<file path="config.mk">
export PLATFORM = sky130hd
export DESIGN_NAME = mem_read_arbiter
export DESIGN_NICKNAME = d
export VERILOG_FILES = /design/src/rtl/mem_read_arbiter.sv
export SDC_FILE = /design/constraint.sdc
export NUM_CORES = 1
export LEC_CHECK = 0
export BUFFER_PORTS_ARGS = -buffer_cell sky130_fd_sc_hd__buf_2
export CAP_MARGIN = 20
export CORE_AREA = 5 5 84 86
export CTS_CLUSTER_SIZE = 40
export DETAILED_ROUTE_END_ITERATION = 8
export DIE_AREA = 0 0 89 91
export PLACE_DENSITY = 0.94
export SYNTH_ARGS = -nofsm -noshare
export SYNTH_HDL_FRONTEND = slang
export SYNTH_SLANG_ARGS = --single-unit
</file>
<file path="constraint.sdc">
create_clock -name aclk -period 4.85 [get_ports aclk]
set_clock_uncertainty 0.15 [all_clocks]
set_input_delay 0.7275 -clock aclk [delete_from_list [all_inputs] [get_ports aclk]]
set_output_delay 0.7275 -clock aclk [all_outputs]
set_load 0.02 [all_outputs]
</file>
<file path="src/rtl/mem_read_arbiter.sv">
// Two-port read arbiter in front of a single AXI read memory port.
// One burst is in flight at a time: the grant is taken in IDLE, the address
// is presented in ADDR, and read beats are steered to the winner in DATA.
// Ties between the two requesters are broken round-robin.
module mem_read_arbiter #(
  parameter int ADDR_WIDTH = 24,
  parameter int DATA_WIDTH = 16,
  parameter int ID_WIDTH   = 8
) (
  input  logic                  aclk,
  input  logic                  resetn,
  // requester 0
  input  logic [ADDR_WIDTH-1:0] s0_axi_araddr,
  input  logic [7:0]            s0_axi_arlen,
  input  logic                  s0_axi_arvalid,
  output logic                  s0_axi_arready,
  output logic [DATA_WIDTH-1:0] s0_axi_rdata,
  output logic [1:0]            s0_axi_rresp,
  output logic                  s0_axi_rlast,
  output logic                  s0_axi_rvalid,
  input  logic                  s0_axi_rready,
  // requester 1
  input  logic [ADDR_WIDTH-1:0] s1_axi_araddr,
  input  logic [7:0]            s1_axi_arlen,
  input  logic                  s1_axi_arvalid,
  output logic                  s1_axi_arready,
  output logic [DATA_WIDTH-1:0] s1_axi_rdata,
  output logic [1:0]            s1_axi_rresp,
  output logic                  s1_axi_rlast,
  output logic                  s1_axi_rvalid,
  input  logic                  s1_axi_rready,
  // memory read-address channel
  output logic [ID_WIDTH-1:0]   m_mem_axi_arid,
  output logic [ADDR_WIDTH-1:0] m_mem_axi_araddr,
  output logic [7:0]            m_mem_axi_arlen,
  output logic [2:0]            m_mem_axi_arsize,
  output logic [1:0]            m_mem_axi_arburst,
  output logic                  m_mem_axi_arvalid,
  input  logic                  m_mem_axi_arready,
  // memory read-data channel
  input  logic [ID_WIDTH-1:0]   m_mem_axi_rid,
  input  logic [DATA_WIDTH-1:0] m_mem_axi_rdata,
  input  logic [1:0]            m_mem_axi_rresp,
  input  logic                  m_mem_axi_rlast,
  input  logic                  m_mem_axi_rvalid,
  output logic                  m_mem_axi_rready,
  output logic                  protocol_error
);

  // Every beat carries the full data bus width.
  localparam logic [2:0] LP_ARSIZE = 3'($clog2(DATA_WIDTH / 8));

  typedef enum logic [1:0] {
    IDLE = 2'd0,
    ADDR = 2'd1,
    DATA = 2'd2
  } state_t;

  state_t                r_state;
  state_t                w_state_nxt;
  logic                  r_last_grant;
  logic                  r_grant;
  logic [ADDR_WIDTH-1:0] r_araddr;
  logic [7:0]            r_arlen;
  logic [ID_WIDTH-1:0]   r_arid;
  logic [8:0]            r_beat_cnt;
  logic                  r_protocol_error;

  logic                  w_grant_vld;
  logic                  w_grant_idx;
  logic                  w_rready;
  logic                  w_beat_acc;
  logic                  w_in_data;
  logic                  w_bad_last;
  logic                  w_bad_id;

  // State register; reset abandons any burst in flight.
  always_ff @(posedge aclk or negedge resetn) begin
    if (!resetn) r_state <= IDLE;
    else         r_state <= w_state_nxt;
  end

  // Next-state decode plus the grant and ready strobes of the current state.
  always_comb begin
    w_state_nxt = r_state;
    w_grant_vld = 1'b0;
    w_grant_idx = 1'b0;
    w_rready    = 1'b0;
    case (r_state)
      IDLE: begin
        // resetn gating keeps arready low while reset is held.
        if (resetn && s0_axi_arvalid && s1_axi_arvalid) begin
          w_grant_vld = 1'b1;
          w_grant_idx = ~r_last_grant;
        end else if (resetn && s0_axi_arvalid) begin
          w_grant_vld = 1'b1;
          w_grant_idx = 1'b0;
        end else if (resetn && s1_axi_arvalid) begin
          w_grant_vld = 1'b1;
          w_grant_idx = 1'b1;
        end
        if (w_grant_vld) w_state_nxt = ADDR;
      end
      ADDR: begin
        if (m_mem_axi_arready) w_state_nxt = DATA;
      end
      DATA: begin
        w_rready = r_grant ? s1_axi_rready : s0_axi_rready;
        // Only rlast closes a burst, even one that overruns its length.
        if (m_mem_axi_rvalid && w_rready && m_mem_axi_rlast) w_state_nxt = IDLE;
      end
      default: w_state_nxt = IDLE;
    endcase
  end

  assign w_in_data  = (r_state == DATA);
  assign w_beat_acc = m_mem_axi_rvalid & w_rready;
  assign w_bad_last = m_mem_axi_rlast & (r_beat_cnt != {1'b0, r_arlen});
  assign w_bad_id   = (m_mem_axi_rid != r_arid);

  // Latch the winning request, track beats and flag malformed bursts.
  always_ff @(posedge aclk or negedge resetn) begin
    if (!resetn) begin
      r_last_grant     <= 1'b1;
      r_grant          <= 1'b0;
      r_araddr         <= '0;
      r_arlen          <= '0;
      r_arid           <= '0;
      r_beat_cnt       <= '0;
      r_protocol_error <= 1'b0;
    end else begin
      if (w_grant_vld) begin
        r_grant      <= w_grant_idx;
        r_last_grant <= w_grant_idx;
        r_araddr     <= w_grant_idx ? s1_axi_araddr : s0_axi_araddr;
        r_arlen      <= w_grant_idx ? s1_axi_arlen  : s0_axi_arlen;
        r_arid       <= ID_WIDTH'(w_grant_idx);
      end
      if (r_state == ADDR && m_mem_axi_arready) begin
        r_beat_cnt <= '0;
      end else if (w_beat_acc && r_beat_cnt != 9'h1FF) begin
        r_beat_cnt <= r_beat_cnt + 9'd1;
      end
      if (w_beat_acc && (w_bad_last || w_bad_id)) begin
        r_protocol_error <= 1'b1;
      end
    end
  end

  assign s0_axi_arready    = w_grant_vld & ~w_grant_idx;
  assign s1_axi_arready    = w_grant_vld &  w_grant_idx;

  assign m_mem_axi_arvalid = (r_state == ADDR);
  assign m_mem_axi_araddr  = r_araddr;
  assign m_mem_axi_arlen   = r_arlen;
  assign m_mem_axi_arid    = r_arid;
  assign m_mem_axi_arsize  = LP_ARSIZE;
  assign m_mem_axi_arburst = 2'b01;

  assign m_mem_axi_rready  = w_rready;
  assign s0_axi_rdata      = m_mem_axi_rdata;
  assign s1_axi_rdata      = m_mem_axi_rdata;
  assign s0_axi_rresp      = m_mem_axi_rresp;
  assign s1_axi_rresp      = m_mem_axi_rresp;
  assign s0_axi_rvalid     = w_in_data & ~r_grant & m_mem_axi_rvalid;
  assign s1_axi_rvalid     = w_in_data &  r_grant & m_mem_axi_rvalid;
  assign s0_axi_rlast      = w_in_data & ~r_grant & m_mem_axi_rlast;
  assign s1_axi_rlast      = w_in_data &  r_grant & m_mem_axi_rlast;

  assign protocol_error    = r_protocol_error;

endmodule

</file>
==> results.sh, run 1 <==
export IMPL_instances_no_fill=448
export IMPL_drive_gt1_share_pct=36.93
export IMPL_status="finished, final reports clean"
export IMPL_critical_path_endpoint_type="primary output"
export IMPL_power_density_mw_per_mm2=523.2
export IMPL_wl_mm=6.434
export IMPL_grt_max_degree=67
export IMPL_p_leak_nw=1.679
export IMPL_post_route_min_period_ns=2.861
export IMPL_floorplan_initialDensity_pct=43.30
export IMPL_avgSynthCellArea_um2=9.263
export IMPL_cts_htree_levels=2
export IMPL_clk_latency_ns=0.29
export IMPL_drt_iter0_markers=57
export IMPL_coreArea_mm2=0.006205
export IMPL_first_global_vias=2323
export IMPL_min_period_over_period_pct=58.98
export IMPL_tns_ns=0
export IMPL_synth_edf_count=0
export IMPL_slew_headroom_pct=59.48
export IMPL_worst_hold_path_type="reg -> reg"
export IMPL_syn_cell_area_mm2=0.002686
export IMPL_cts_sinks=46
export IMPL_path_clk_slew_ns=0.08
export IMPL_pre_cts_ws_ns=2.002
export IMPL_antenna_cells=0
export IMPL_firstDrtPassIters=4
export IMPL_vias=2205
export IMPL_cts_tree="built"
export IMPL_synth_seq_cells=46
export IMPL_gr_usage_met2_pct=28.65
export IMPL_r2r_end="r_beat_cnt[5]"
export IMPL_fin_ws_ns=1.989
export IMPL_hold_path_depth=1
export IMPL_ant_nets=0
export IMPL_drcViolationCount=0
export IMPL_pwr_share_clk_pct=13.8
export IMPL_cts_root_buf="clkbuf_8"
export IMPL_rr_worst_depth=7
export IMPL_place_inst=440
export IMPL_p_sw_mw=0.7099
export IMPL_wl_per_cell_um=14.36
export IMPL_hpwl_mm=5.112
export IMPL_cts_setup_buffers=0
export IMPL_grt_busiest_layer="met2"
export IMPL_grt_overflow_total=0
export IMPL_pin_count=189
export IMPL_combPwrFrac_pct=46.2
export IMPL_hold_start="protocol_error"
export IMPL_grt_antenna_before_repair=0
export IMPL_grtUsageMet1_pct=17.73
export IMPL_reg2reg_setup_slack_ns=2.50
export IMPL_worstPathArrival_ns=1.98
export IMPL_fin_nets=471
export IMPL_hold_buffers=0
export IMPL_routed_via_density=4.922
export IMPL_worstHoldEndpoint="protocol_error"
export IMPL_synth_flop_cell="dfrtp_1"
export IMPL_die_area_mm2=0.008099
export IMPL_ys_warn_count=0
export IMPL_async_flop_share_pct=100.0
export IMPL_cp_max_fo=11
export IMPL_netlist_instances=290
export IMPL_hold_viol=0
export IMPL_drv_slew=0
export IMPL_tightest_slew_ns=0.6078
export IMPL_cts_resized=0
export IMPL_timing_rr_start="r_beat_cnt[0]"
export IMPL_required_ns=3.97
export IMPL_power_mw=1.634
export IMPL_max_freq_mhz=349.6
export IMPL_port_buffer_count=122
export IMPL_synth_cell_types=31
export IMPL_finalSetupViolCount=0
export IMPL_track_usage_pct=15.97
export IMPL_grt_pass1_wl_mm=10.39
export IMPL_die_w_um=89
export IMPL_ctsLongestPathBuffers=2
export IMPL_seq_power_share_pct=40.0
export IMPL_final_cell_mix="122 x buf_2, 45 x dfrtp_1, 42 x nor2_1"
export IMPL_p_int_mw=0.9241
export IMPL_maxCapViolCount=0
export IMPL_rsz0062_at_grt="false"
export IMPL_layout_commonest_cell="buf_2"
export IMPL_cts_made_buffers=5
export IMPL_grt_use_met3_pct=4.163
export IMPL_ys_seq_area_share_pct=42.90
export IMPL_gp_congestion=0.8246
export IMPL_syn2layout_area_growth_pct=16.26
export IMPL_die_y_um=91
export IMPL_p_sw_share_pct=43.44
export IMPL_critPathLaunchType="primary input"
export IMPL_row_count=29
export IMPL_critPathKind="in -> out"
export IMPL_ir_worst_vdd_v=0.0002987
sequential cells by signal, summed over array words and instances (netlist names):
signal            cells
m_mem_axi_araddr     24
r_beat_cnt            9
m_mem_axi_arlen       8
r_state               2
protocol_error        1
r_grant               1
r_last_grant          1
power groups by stage:
stage                     registers, mW  logic (mW)  clock network [mW]
after floorplan                   0.808       0.395                   0
after global placement            0.659       0.737                   0
after detailed placement          0.663       0.763                   0
after CTS                         0.657       0.764               0.235
after global routing              0.679       0.829               0.250
final                             0.653       0.755               0.225
cell type report:
class,count,area (um^2)
inverter,3,11.26
tap,77,96.34
clock buffer,6,72.57
multi-input combinational,189,1144
sequential,46,1152
timing repair buffer,125,633.1
fill,586,3082
clock inverter,2,13.76
routing by layer:
layer | routed length (um) | share of wire [%]
met1 | 2376 | 37
met2 | 3243 | 50
met5 | 0 | 0
met4 | 162 | 2.5
met3 | 652 | 10
worst max-delay path by stage:
stage	start	endpoint	slack (ns)	cells after the start
2_1_floorplan	resetn	s0_axi_arready	2.31	4
3_3_place_gp	resetn	s0_axi_arready	2.09	5
3_5_place_dp	resetn	s0_axi_arready	2.00	5
4_1_cts	resetn	s0_axi_arready	2.00	5
5_1_grt	resetn	s0_axi_arready	1.86	5
6_report	resetn	s0_axi_arready	1.99	5
cells in the mapped netlist (all sizes together), types with 2 or more instances:
library cell	number	area share (%)
nor2b	2	0.47
inv	3	0.42
nand2	13	1.8
nor3	3	0.56
dfrtp	45	42
o21ai	7	1.3
mux2i	35	13
or3	3	0.70
clkbuf	6	0.84
ha	2	0.93
and2	2	0.47
buf	56	15
conb	2	0.28
xnor2	12	3.9
a21oi	36	6.7
nor4	3	0.70
nor2	42	5.9
nand3	7	1.3
per-stage QoR:
stage / instance area (um^2) / util [%] / hold slack (ns)
after detailed placement: 3037 / 48.94 / 0.3065
after CTS: 3123 / 50.33 / 0.3291
after global placement: 3037 / 48.94 / 0.3089
after floorplan: 2724 / - / 0.2819
after global routing: 3123 / 50.33 / 0.3555
final: 3123 / 50.33 / 0.3238
logic make-up after synthesis:
| kind of cell | synth area share, % |
|---|---|
| xor gates and xnor gates | 3.912 |
| buffers and inverters | 16.16 |
| adders and majority gates | 0.9314 |
| DFF | 42.90 |
| AOI/OAI and AO/OA | 8.570 |
| other | 0.2796 |
| muxes | 13.46 |
| and+or+nand+nor | 13.79 |
worst max-delay path: stages:
cell     delay [ns]
buf_2          0.11
nor3b_1        0.35
nand3_2        0.36
and2_1         0.28
buf_2          0.16
Note: power is estimated with default switching activity, not from simulation.
==> run 2: changes to the inputs <==
--- a/config.mk
+++ b/config.mk
@@ -7,11 +7,11 @@
 export LEC_CHECK = 0
 export BUFFER_PORTS_ARGS = -buffer_cell sky130_fd_sc_hd__buf_2
 export CAP_MARGIN = 20
-export CORE_AREA = 5 5 84 86
+export CORE_AREA = 5 5 87 89
 export CTS_CLUSTER_SIZE = 40
 export DETAILED_ROUTE_END_ITERATION = 8
-export DIE_AREA = 0 0 89 91
-export PLACE_DENSITY = 0.94
+export DIE_AREA = 0 0 92 94
+export PLACE_DENSITY = 0.89
 export SYNTH_ARGS = -nofsm -noshare
 export SYNTH_HDL_FRONTEND = slang
 export SYNTH_SLANG_ARGS = --single-unit
==> constraint.sdc (replaced) <==
create_clock -name aclk -period 2.94 [get_ports aclk]
set_clock_uncertainty 0.15 [all_clocks]
set_input_delay 0.441 -clock aclk [delete_from_list [all_inputs] [get_ports aclk]]
set_output_delay 0.441 -clock aclk [all_outputs]
set_load 0.02 [all_outputs]
==> run 2 against run 1 <==
Effect of this change:
- cell area increased by 1.3%
- largest power group unchanged
- via count decreased by 3.6%
- cell count increased by 0.67%
- wire length decreased by 1.3%
- critical path depth unchanged
- utilization decreased by 3.0 points
- sequential share of layout area decreased by 0.47 points
- sequential power increased by 65%
- highest routed layer unchanged
==> results.sh, run 2 (same netlist as run 1, synthesis figures left out) <==
export IMPL_status="finished, final reports clean"
export IMPL_pin_count=189
export IMPL_slew_headroom_pct=60.74
export IMPL_grtUsageMet1_pct=17.88
export IMPL_crit_start="r_state[0]"
export IMPL_grt_overflow_total=0
export IMPL_post_route_min_period_ns=2.536
export IMPL_layout_commonest_cell="buf_2"
export IMPL_maxCapViolCount=0
export IMPL_power_density_mw_per_mm2=876.4
export IMPL_worst_hold_path_type="in -> async"
export IMPL_finalSetupViolCount=0
export IMPL_fin_nets=471
export IMPL_path_clk_slew_ns=0.08
export IMPL_vias=2125
export IMPL_tns_ns=0
export IMPL_first_global_vias=2184
export IMPL_hold_buffers=0
export IMPL_firstDrtPassIters=4
export IMPL_die_y_um=94
export IMPL_die_area_mm2=0.008648
export IMPL_drive_gt1_share_pct=37.20
export IMPL_drv_slew=0
export IMPL_min_period_over_period_pct=86.24
export IMPL_cts_resized=0
export IMPL_clk_latency_ns=0.29
export IMPL_worstPathArrival_ns=1.94
export IMPL_grt_use_met3_pct=4.087
export IMPL_critical_path_endpoint_type="primary output"
export IMPL_max_freq_mhz=394.4
export IMPL_crit_end="s1_axi_arready"
export IMPL_routed_via_density=4.712
export IMPL_critPathKind="reg -> out"
export IMPL_p_leak_nw=1.698
export IMPL_port_buffer_count=122
export IMPL_grt_antenna_before_repair=0
export IMPL_cts_root_buf="clkbuf_8"
export IMPL_ant_nets=0
export IMPL_cts_tree="built"
export IMPL_regArea_mm2=0.001152
export IMPL_grt_busiest_layer="met2"
export IMPL_track_usage_pct=14.98
export IMPL_critPathLaunchType="flop"
export IMPL_floorplan_initialDensity_pct=40.21
export IMPL_instances_no_fill=451
export IMPL_gr_usage_met2_pct=26.46
export IMPL_place_inst=443
export IMPL_cts_sinks=46
export IMPL_cts_setup_buffers=0
export IMPL_nFillCells=660
export IMPL_cts_made_buffers=5
export IMPL_final_cell_mix="122 x buf_2, 45 x dfrtp_1, 42 x nor2_1"
export IMPL_ir_worst_vdd_v=0.0004656
export IMPL_wl_per_cell_um=14.08
export IMPL_timing_rr_start="r_beat_cnt[0]"
export IMPL_hold_viol=0
export IMPL_syn2layout_area_growth_pct=17.75
export IMPL_rr_worst_depth=7
export IMPL_cp_max_fo=28
export IMPL_rsz0062_at_grt="false"
export IMPL_die_w_um=92
export IMPL_multiInputGateArea_mm2=0.001144
export IMPL_ctsLongestPathBuffers=2
export IMPL_reg2reg_setup_slack_ns=0.64
export IMPL_grt_pass1_wl_mm=10.44
export IMPL_required_ns=2.35
export IMPL_antenna_cells=0
export IMPL_gp_congestion=0.7853
export IMPL_hpwl_mm=5.092
export IMPL_coreArea_mm2=0.006681
export IMPL_wl_mm=6.350
export IMPL_drcViolationCount=0
export IMPL_row_count=30
export IMPL_largest_reg_flops=24
export IMPL_cts_htree_levels=2
export IMPL_drt_iter0_markers=57
export IMPL_tightest_slew_ns=0.5889
export IMPL_r2r_end="r_beat_cnt[5]"
export IMPL_grt_max_degree=49
[run 2: through the flow]
| step | util (%) | instance area (um^2) | power, mW | hold slack, ns | setup WS [ns] |
|---|---|---|---|---|---|
| after floorplan | - | 2724 | 1.984 | -0.004591 | 0.7768 |
| after global placement | 45.69 | 3053 | 2.321 | 0.3060 | 0.6558 |
| after detailed placement | 45.69 | 3053 | 2.357 | 0.3064 | 0.6046 |
| after CTS | 47.34 | 3163 | 2.808 | 0.1257 | 0.3849 |
| after global routing | 47.34 | 3163 | 2.984 | 0.1450 | 0.2210 |
| final | 47.34 | 3163 | 2.772 | 0.1114 | 0.4045 |
[run 2: per-layer routing]
layer  up-vias  share of wire (%)
li1       1070                  -
met1       948                 40
met2        97                 50
met3        10                8.7
met4         0               0.88
met5         -                  0
[run 2: how the worst min path moves through the flow]
stage	startpoint	endpoint	slack, ns	depth (start not counted)
after global placement	protocol_error	protocol_error	0.31	1
after detailed placement	protocol_error	protocol_error	0.31	1
after floorplan	resetn	m_mem_axi_araddr[0]	-0.005	0
after global routing	resetn	r_beat_cnt[8]	0.14	2
after CTS	resetn	r_beat_cnt[8]	0.13	2
final	resetn	r_beat_cnt[8]	0.11	2
[run 2: where the power goes]
group | switching [mW] | internal (mW)
Clock | 0.206 | 0.238
Sequential | 0.188 | 0.889
Combinational | 0.777 | 0.474
[run 2: critical path: stages, from the launching register on]
cell and delay, ns:
dfrtp_1 0.42, nor3b_1 0.36, nand3_2 0.34, buf_12 0.29
inv_1 0.07, buf_2 0.15
[run 2: layout make-up]
cell class,instances,area share (%)
well taps,80,3.165
clock buffers,8,3.481
multi-input cells,189,36.16
repair buffers,125,20.41
flip-flops and latches,46,36.43
inverters,3,0.3560
==> run 3: changes to the inputs <==
--- a/config.mk
+++ b/config.mk
@@ -11,7 +11,7 @@
 export CTS_CLUSTER_SIZE = 40
 export DETAILED_ROUTE_END_ITERATION = 8
 export DIE_AREA = 0 0 92 94
-export PLACE_DENSITY = 0.89
+export PLACE_DENSITY = 0.79
 export SYNTH_ARGS = -nofsm -noshare
 export SYNTH_HDL_FRONTEND = slang
 export SYNTH_SLANG_ARGS = --single-unit
==> run 3 against run 2 <==
Effect of this change:
- cell area is essentially flat
- critical path depth unchanged
- worst setup slack gained 0.12 ns
- critical path type unchanged
- power up 0.93%
- via count down 0.24%
- register-to-register slack improved by 0.03 ns
==> results.sh, run 3 (same netlist as run 1, synthesis figures left out) <==
export IMPL_critPathKind="reg -> out"
export IMPL_tightest_slew_ns=0.5895
export IMPL_grt_max_degree=48
export IMPL_critical_path_endpoint_type="primary output"
export IMPL_required_ns=2.35
export IMPL_max_freq_mhz=414.2
export IMPL_cts_resized=0
export IMPL_layout_commonest_cell="buf_2"
export IMPL_routed_via_density=4.690
export IMPL_final_cell_mix="122 x buf_2, 45 x dfrtp_1, 42 x nor2_1"
export IMPL_cts_root_buf="clkbuf_8"
export IMPL_clk_latency_ns=0.29
export IMPL_die_area_mm2=0.008648
export IMPL_min_period_over_period_pct=82.11
export IMPL_power_density_mw_per_mm2=885.0
export IMPL_die_w_um=92
export IMPL_row_count=30
export IMPL_multiInputGateArea_mm2=0.001144
export IMPL_drive_gt1_share_pct=37.37
export IMPL_ant_nets=0
export IMPL_p_leak_nw=1.689
export IMPL_die_y_um=94
export IMPL_ir_worst_vdd_v=0.0003691
export IMPL_critPathLaunchType="flop"
export IMPL_antenna_cells=0
export IMPL_drcViolationCount=0
export IMPL_floorplan_initialDensity_pct=40.21
export IMPL_drt_iter0_markers=28
export IMPL_track_usage_pct=13.97
export IMPL_instances_no_fill=452
export IMPL_post_route_min_period_ns=2.414
export IMPL_cp_max_fo=33
export IMPL_finalSetupViolCount=0
export IMPL_maxCapViolCount=0
export IMPL_cts_made_buffers=5
export IMPL_pin_count=189
export IMPL_vias=2120
export IMPL_hpwl_mm=4.823
export IMPL_grt_pass1_wl_mm=9.715
export IMPL_place_inst=444
export IMPL_syn2layout_area_growth_pct=17.70
export IMPL_rsz0062_at_grt="false"
export IMPL_pre_cts_ws_ns=0.6761
export IMPL_cts_sinks=46
export IMPL_coreArea_mm2=0.006681
export IMPL_wl_mm=6.198
export IMPL_hold_viol=0
export IMPL_tns_ns=0
export IMPL_ctsLongestPathBuffers=2
export IMPL_reg2reg_setup_slack_ns=0.67
export IMPL_fin_nets=472
export IMPL_cts_htree_levels=2
export IMPL_grt_overflow_total=0
export IMPL_hold_buffers=0
export IMPL_cts_tree="built"
export IMPL_cts_setup_buffers=0
export IMPL_largest_reg_flops=24
export IMPL_drv_slew=0
export IMPL_wl_per_cell_um=13.71
export IMPL_path_clk_slew_ns=0.09
export IMPL_grt_antenna_before_repair=0
export IMPL_slew_headroom_pct=60.70
export IMPL_nFillCells=634
export IMPL_first_global_vias=2089
export IMPL_fin_ws_ns=0.5259
export IMPL_worstPathArrival_ns=1.82
export IMPL_regArea_mm2=0.001152
export IMPL_firstDrtPassIters=4
export IMPL_port_buffer_count=122
export IMPL_gp_congestion=0.8433
export IMPL_status="finished, final reports clean"
export IMPL_worst_hold_path_type="in -> async"
## run 3: changes by cell type in the layout (fill, tap and decap cells not counted), sizes merged
cell / change
buf: +1
bufinv: +1
clkbuf: -3
clkinvlp: +2
## run 3: stage by stage
step                      total power [mW]  area, um^2  util (%)  hold slack [ns]
after global placement               2.329        3048     45.62           0.3073
after global routing                 3.003        3162     47.32           0.1411
final                                2.798        3162     47.32          0.09516
after floorplan                      1.984        2724         -        -0.004591
after CTS                            2.844        3162     47.32           0.1235
after detailed placement             2.360        3048     45.62           0.3129
## run 3: worst paths after layout
| path | startpoint | cells after the start | to |
|---|---|---|---|
| worst min register to register | protocol_error | 1 | protocol_error |
| worst min-delay path | resetn | 2 | r_beat_cnt[8] |
| worst max register to register | r_beat_cnt[0] | 7 | r_beat_cnt[5] |
| min in group aclk | s1_axi_araddr[18] | 3 | m_mem_axi_araddr[18] |
| max in group asynchronous | resetn | 2 | m_mem_axi_araddr[17] |
| worst max-delay path | r_state[0] | 5 | s1_axi_arready |
## run 3: routing by layer
metal / part of all wire (%) / track usage [%]
met5: 0 / 0
met4: 1.0 / 4.455
met2: 49 / 23.78
met1: 42 / 17.13
met3: 8.5 / 3.926
## run 3: area by class of cell
| class | count | area share (%) |
|---|---|---|
| flip-flops and latches | 46 | 36.45 |
| inverters | 3 | 0.3562 |
| repair buffers | 126 | 20.26 |
| well taps | 80 | 3.166 |
| clock buffers | 5 | 2.176 |
| clock inverters | 3 | 1.425 |
| multi-input cells | 189 | 36.17 |
## run 3: worst max-delay path, cell delays in order, from the launching register on
cell     delay [ns]
dfrtp_1        0.42
nor3b_1        0.36
nand3_2        0.16
buf_4          0.33
inv_1          0.09
buf_2          0.16
## run 3: power breakdown
part	total [mW]	switching (mW)	leakage, nW	internal (mW)
Sequential	1.08	0.192	0.532	0.888
Combinational	1.25	0.776	1.11	0.473
Clock	0.469	0.216	0.0504	0.253
